===== src/rtl/piso_serial_scheduler.sv =====
// Two-requester round-robin front end feeding one MSB-first parallel-in/serial-out shifter.
// Each word is accepted with a valid/ready handshake and then framed by so_first/so_last strobes.
module piso_serial_scheduler #(
    parameter int N   = 8,
    parameter int GAP = 1
) (
    input  logic         clk,
    input  logic         rst,
    input  logic [N-1:0] req_data0,
    input  logic         req_valid0,
    output logic         req_ready0,
    input  logic [N-1:0] req_data1,
    input  logic         req_valid1,
    output logic         req_ready1,
    output logic         so,
    output logic         so_valid,
    output logic         so_first,
    output logic         so_last,
    output logic         so_src,
    output logic         busy
);

    localparam int CW        = $clog2(N);
    localparam int GW        = (GAP > 0) ? $clog2(GAP + 1) : 1;
    localparam bit BACK2BACK = (GAP == 0);

    typedef enum logic [1:0] {S_IDLE, S_SHIFT, S_GAP} state_t;

    state_t         state, state_n;
    logic [CW-1:0]  cnt, cnt_n;
    logic [GW-1:0]  gap_cnt, gap_n;
    logic [N-1:0]   shreg, shreg_n;
    logic           last_grant, last_grant_n;

    logic           last_bit;
    logic           accept_win;
    logic           any_valid;
    logic           grant;
    logic           xfer;

    // Back-to-back mode reopens the accept window on the final bit so the next word follows without a bubble.
    assign last_bit   = (state == S_SHIFT) && (cnt == CW'(N - 1));
    assign accept_win = (state == S_IDLE) || (last_bit && BACK2BACK);
    assign any_valid  = req_valid0 | req_valid1;
    assign grant      = (req_valid0 && req_valid1) ? ~last_grant : req_valid1;
    assign xfer       = accept_win && any_valid;
    assign req_ready0 = xfer && !grant;
    assign req_ready1 = xfer && grant;
    assign busy       = (state != S_IDLE);

    always_comb begin
        // NOTE: every variable gets a default before the case so no path leaves it unassigned (no latch).
        state_n      = state;
        cnt_n        = cnt;
        gap_n        = gap_cnt;
        shreg_n      = shreg;
        last_grant_n = last_grant;
        case (state)
            S_IDLE: ;
            S_SHIFT: begin
                cnt_n   = cnt + CW'(1);
                shreg_n = {shreg[N-2:0], 1'b0};
                if (last_bit) begin
                    if (GAP > 0) begin
                        state_n = S_GAP;
                        gap_n   = GW'(GAP);
                    end else begin
                        state_n = S_IDLE;
                    end
                end
            end
            S_GAP: begin
                gap_n = gap_cnt - GW'(1);
                if (gap_cnt == GW'(1)) state_n = S_IDLE;
            end
            default: state_n = S_IDLE;
        endcase
        // An accepted word overrides the end-of-frame decision above.
        if (xfer) begin
            state_n      = S_SHIFT;
            cnt_n        = '0;
            shreg_n      = grant ? req_data1 : req_data0;
            last_grant_n = grant;
        end
    end

    always_ff @(posedge clk or posedge rst) begin
        if (rst) begin
            state      <= S_IDLE;
            cnt        <= '0;
            gap_cnt    <= '0;
            shreg      <= '0;
            last_grant <= 1'b1;
            so         <= 1'b0;
            so_valid   <= 1'b0;
            so_first   <= 1'b0;
            so_last    <= 1'b0;
            so_src     <= 1'b0;
        end else begin
            // NOTE: non-blocking assignments so every flop samples pre-edge values.
            state      <= state_n;
            cnt        <= cnt_n;
            gap_cnt    <= gap_n;
            shreg      <= shreg_n;
            last_grant <= last_grant_n;
            so         <= (state_n == S_SHIFT) && shreg_n[N-1];
            so_valid   <= (state_n == S_SHIFT);
            so_first   <= (state_n == S_SHIFT) && (cnt_n == '0);
            so_last    <= (state_n == S_SHIFT) && (cnt_n == CW'(N - 1));
            so_src     <= (state_n == S_SHIFT) && last_grant_n;
        end
    end

endmodule

===== config.mk =====
export PLATFORM = sky130hd
export DESIGN_NAME = piso_serial_scheduler
export DESIGN_NICKNAME = d
export VERILOG_FILES = /design/src/rtl/piso_serial_scheduler.sv
export SDC_FILE = /design/constraint.sdc
export NUM_CORES = 1
export LEC_CHECK = 0
export CAP_MARGIN = 40
export CORE_ASPECT_RATIO = 1.2
export CORE_MARGIN = 2
export CORE_UTILIZATION = 49
export DETAILED_ROUTE_END_ITERATION = 6
export PLACE_DENSITY = 0.82
export SYNTH_ARGS = -nofsm -noshare
export SYNTH_HDL_FRONTEND = slang
export SYNTH_SLANG_ARGS = --single-unit

===== constraint.sdc =====
create_clock -name clk -period 3.05 [get_ports clk]
set_clock_uncertainty 0.15 [all_clocks]
set_input_delay 0.305 -clock clk [delete_from_list [all_inputs] [get_ports clk]]
set_output_delay 0.305 -clock clk [all_outputs]
set_load 0.02 [all_outputs]

# Word-level counts from Yosys, hierarchy flattened
# Index checks and enable logic that the tools add are counted.
# totals
word_cells	50
ff_bits	20
inputBits	20
# op_classes
mux	13
bitwise_logic	2
addsub	2
n_reduce_logical	16
eq_ne	6
# ops
op	n
$mux 8	3
$logic_and 1x1->1	9
$eq 3x3->1 const B	2
$mux 2	3
$mux 3	2
$pmux 2 s3	1
$reduce_bool 2->1	3
$eq 2x1->1 const B	2
$add 3x1->3 const B	1
$logic_not 3->1	1
$mux 1	3
$eq 2x2->1 const B	1
$logic_not 2->1	1
$ne 2x2->1 const B	1
$pmux 1 s2	1
$reduce_and 2->1	1
$logic_not 1->1	1
$not 1->1	1
$or 1x1->1	1
$sub 1x1->1 const B	1

# Depth between registers and ports, before layout
# Gate-level depths: netlist of the first run.
# depth
ltp_word	7
depth_mapped	5
ltp_nobuf	5

# Least setup slack after synthesis of the first run
# OpenSTA, ideal clock, no wires.
# synth_timing
path_type	register to output
from	register last_grant
to	output port req_ready0
required_ps	2595
setup_slack_ps	1444
stages_incl_launch_ff	4
arrival_time_ps	1151
path_buffers	1
path_cell_list	dfstp_2 -> nand2b_1 -> clkbuf_1 -> and2_1
# synth_between
elab_chain_cells	4
# synth_rtl
element	line	rtl
start, declared	33	logic last_grant, last_grant_n;
start signal, assigned	105	last_grant <= last_grant_n;
$not 1->1	45	assign grant = (req_valid0 && req_valid1) ? ~last_grant : req_valid1;
$mux 1	45	
$logic_not 1->1	47	assign req_ready0 = xfer && !grant;
$logic_and 1x1->1	47	
end, declared	11	output logic req_ready0,
# Every way passes these cells.

# Worst setup path after layout of the first run
# layout_timing
from	register state[0]
to	output port req_ready1
# layout_between
elab_chain_cells	3
# layout_rtl
element	line	rtl
start, declared	29	state_t state, state_n;
start signal, assigned	101	state <= state_n;
$logic_not 2->1	43	assign accept_win = (state == S_IDLE) || (last_bit && BACK2BACK);
$logic_and 1x1->1	46	assign xfer = accept_win && any_valid;
$logic_and 1x1->1	48	assign req_ready1 = xfer && grant;
end, declared	14	output logic req_ready1,
# Every way passes these cells.

==> results.md, run 1 <==
Timing:
- Setup violations remaining at the end of the flow were counted as 0.
- The final critical delay including setup and external delays is 2610 ps.
- Derived from the worst setup path, the maximum achievable clock frequency is 384 MHz.
- Adding up every negative setup slack in the final design gives 0 ps.
- The worst pin sits at a relative slew slack of 52.5%.
- On the final layout, the worst hold slack is 248 ps.
- The worst path uses 85.5% of the clock period.
- The number of max-slew violations in the final report is 0.
- Setup repair after global routing left no endpoint under its margin.
- For the pin with the worst max-slew slack, the measured transition is 711 ps.
- The hold violation count in the final report is 0.

Route:
- The routed via count is 857.
- The total length of routed wires is 2190 microns.
- In this run the remaining antenna-violating nets after routing total 0.
- After the first detailed-routing iteration, the DRC count stood at 12.
- In the final routed layout, each cell accounts on average for between 15 and 20 microns.
- After detailed routing, the number of remaining DRC violations is 0.
- The average vias per placed instance is between 6 and 7.
- The number of iterations in the first detailed-routing pass is 4.

Synth:
- The compound-gate portion of the synthesized area is 23.3%.
- The synthesized netlist devotes approximately 2.6% of its cell area to adder and majority cells.
- The multiplexer share of the synthesized area is 0%.
- When the netlist entered floorplanning its net count stood at 117.
- After synthesis the netlist holds a flip-flop and latch count of 19.
- By area the synthesized netlist is led by sky130_fd_sc_hd__dfrtp_1 47%, sky130_fd_sc_hd__a32oi_1 6.5%, sky130_fd_sc_hd__a21oi_1 4.7%.
- By area, the combinational part of the netlist is dominated by compound AO/OA/AOI/OAI gates.
- After Yosys synthesis, and, or, nand and nor cells account for a little under a fifth of the synthesized area.
- After synthesis, the mean cell area works out to 10.0 sq um.
- The synthesized design spends more area on one cell type than any other, namely sky130_fd_sc_hd__dfrtp_1.
- The number of cells produced by synthesis is 95.
- The cell area that synthesis handed to floorplanning was approximately 950 sq um.
- After synthesis, the largest area contributor takes up between 40% and 50% of total cell area.
- After Yosys synthesis, XOR and XNOR cells account for 0% of the synthesized area.
- The synthesis warning total is 0.
- Summing the sequential cell areas from Yosys gives about half of the chip area.
- The number of distinct standard cells referenced by the synthesized netlist is 28.

Floorplanning:
- The die footprint is 2310 sq um.
- The vertical die dimension is ~52 microns.
- The core region is about 1800 sq um.
- The initial utilization of the core area, before any placement, comes to between 50% and 60%.
- The floorplan has 17 rows.
- The die outline width is 44.2 microns.
- The I/O pin count is 28.

Layout:
- The most common cell after layout, fill and taps aside is sky130_fd_sc_hd__clkdlybuf4s50_1.
- Leaving out fill and tap cells, the most frequent cells in the layout are 27 x sky130_fd_sc_hd__clkdlybuf4s50_1, 18 x sky130_fd_sc_hd__dfrtp_1, 10 x sky130_fd_sc_hd__nand2_1, 9 x sky130_fd_sc_hd__nand3_1, 9 x sky130_fd_sc_hd__a21oi_1.
- The post-synthesis to final-layout area growth is 32.8%.
- The antenna diode instance count is 0.
- The finished cells cover 1260 sq um.
- The share of final-layout standard cells stronger than drive strength 1 is 9.76%.
- The final layout contains roughly 150 nets.

CTS:
- The number of hold buffers added after CTS was 0.
- CTS built an H-tree with a depth of 1.
- The number of buffers added for setup after CTS is 0.
- For the worst-skew pair, the clock arrives at the later sink with an insertion delay of 310 ps.
- Buffers inserted during clock tree synthesis total 3.
- TritonCTS built the clock tree.
- Gates resized during post-CTS repair numbered 0.
- The tree built by TritonCTS fans out to 19 sinks.
- After clock tree synthesis, the clock-pin slew on the worst setup and hold paths is 110 ps.
- The tree is rooted in a sky130_fd_sc_hd__clkbuf_4.
- The buffer levels on the longest clock path is 2.

Power:
- The power per cell area is around 910 nW/um^2.
- IR analysis of the VDD net gives a maximum drop of 0.000512 V.
- The standby leakage power is 0.531 nW.

Place:
- During placement, the flow inserted port buffers numbering 27.
- The wire-length estimate of the detail-placed layout is 1650 microns.
- At the end of routability-driven placement, the weighted congestion stood at 0.810.
- Summing all placed instances gives a cell area of roughly 1200 sq um.

Global routing:
- The residual overflow from global routing is 0.
- The number of global-route vias before repair was 832.
- The first global-routing pass estimated 3710 microns of wire.
- Global routing used 21.9% of the available tracks across all layers.
- The largest net degree at the start of global routing is 20.
- The initial antenna violation count was 0.

Outcome:
- The run finished with clean final reports.

Hold path:
- The worst hold path class is in2async.

Worst setup path:
- The top fanout value on the critical path is 16.
- The data arrival time of the worst path is 2150 ps.
- The worst endpoint required time is 2590 ps.
- STA classifies the critical path startpoint as a register.
- The critical path start-end classification is reg2out.
- STA classifies the critical path endpoint as an output port.

Job:
- The reported max-cap violation count is 0.
[per-layer routing]
| metal | track usage (%) | wire [microns] | vias up |
|---|---|---|---|
| met5 | 0 | 0 | - |
| met4 | 9.60 | 42 | 0 |
| met3 | 3.10 | 119 | 7 |
| met2 | 35.5 | 1130 | 37 |
| met1 | 28.7 | 897 | 405 |
| li1 | - | - | 408 |
[kinds of logic (layout without fill, tap and decap cells)]
family | after synthesis | in the layout
and+or+nand+nor | 32 | 32
DFF | 19 | 19
AOI/OAI and AO/OA | 31 | 31
adders and majority gates | 2 | 2
buffers and inverters | 11 | 39
[through the flow]
stage / utilization (%) / total power, W / setup slack, ps / instances
floorplan: - / 0.000819 / 1440 / 95
global placement: 67.4 / 0.000990 / 590 / 138
detailed placement: 67.4 / 0.00102 / 558 / 138
CTS: 68.9 / 0.00114 / 436 / 142
global route: 68.9 / 0.00122 / 335 / 142
finish: 68.9 / 0.00114 / 443 / 142
[state kept, by name, indices dropped and copies added (netlist names)]
| name | cells |
|---|---|
| cnt | 3 |
| gap_cnt | 1 |
| last_grant | 1 |
| shreg | 7 |
| so | 1 |
| so_first | 1 |
| so_last | 1 |
| so_src | 1 |
| so_valid | 1 |
| state | 2 |
[report_power, final]
part           leakage (nW)  switching, W  internal, W  total (W)
sequential            0.230      0.000102     0.000366   0.000468
combinational         0.284      0.000292     0.000251   0.000543
clock                0.0177     0.0000818    0.0000490   0.000131
total                 0.531      0.000476     0.000666    0.00114
[critical path, cell delays in order (launching register included)]
cell	delay, ps
sky130_fd_sc_hd__dfrtp_1	620
sky130_fd_sc_hd__a211oi_4	430
sky130_fd_sc_hd__and2_1	190
sky130_fd_sc_hd__clkdlybuf4s50_1	600
[cell type report]
cell class | count | area (sq um)
Clock inverter | 1 | 5.00
Clock buffer | 3 | 22.5
Inverter | 6 | 22.5
Tap cell | 19 | 23.8
Fill cell | 157 | 568
Timing Repair Buffer | 29 | 285
Sequential cell | 19 | 477
Multi-Input combinational cell | 65 | 425
[final timing paths]
| path | start | endpoint | slack (ps) | cells past startpoint |
|---|---|---|---|---|
| setup / recovery | state[0] | req_ready1 | 440 | 3 |
| hold / removal | rst | so_valid | 250 | 2 |
| setup reg to reg | state[0] | shreg[0] | 1220 | 3 |
| hold reg to reg | cnt[0] | so_last | 360 | 1 |
| max in group asynchronous | rst | gap_cnt | 2050 | 2 |
| min in group clk | cnt[0] | so_last | 360 | 1 |
[synth_stat cells]
cell type                   count
sky130_fd_sc_hd__buf_2          2
sky130_fd_sc_hd__nor2b_1        1
sky130_fd_sc_hd__and2_1         2
sky130_fd_sc_hd__clkbuf_1       2
sky130_fd_sc_hd__nor2_1         2
sky130_fd_sc_hd__nor3_2         1
sky130_fd_sc_hd__o21ai_0        5
sky130_fd_sc_hd__ha_1           2
sky130_fd_sc_hd__a31oi_1        6
sky130_fd_sc_hd__dfrtp_1       18
sky130_fd_sc_hd__a32oi_1        7
sky130_fd_sc_hd__and2b_1        1
sky130_fd_sc_hd__a211oi_4       1
sky130_fd_sc_hd__nand2b_1       1
sky130_fd_sc_hd__buf_4          1
sky130_fd_sc_hd__a221o_1        1
sky130_fd_sc_hd__a211oi_1       1
sky130_fd_sc_hd__or3_1          2
sky130_fd_sc_hd__dfstp_2        1
sky130_fd_sc_hd__a2111oi_2      1
sky130_fd_sc_hd__nor3b_4        1
sky130_fd_sc_hd__inv_1          5
sky130_fd_sc_hd__and4_1         1
sky130_fd_sc_hd__a21oi_1        9
sky130_fd_sc_hd__nand3_1        9
sky130_fd_sc_hd__nand2_1       10
sky130_fd_sc_hd__and3_1         1
sky130_fd_sc_hd__inv_2          1
Power figures use the tool's default switching activity.
==> run 2, diff against run 1 <==
--- a/config.mk
+++ b/config.mk
@@ -11,6 +11,7 @@
 export CORE_UTILIZATION = 49
 export DETAILED_ROUTE_END_ITERATION = 6
 export PLACE_DENSITY = 0.82
+export SETUP_SLACK_MARGIN = 0.1
 export SYNTH_ARGS = -nofsm -noshare
 export SYNTH_HDL_FRONTEND = slang
 export SYNTH_SLANG_ARGS = --single-unit
==> results of run 2 <==
Final layout, timing and power as in run 1 (identical DEF).
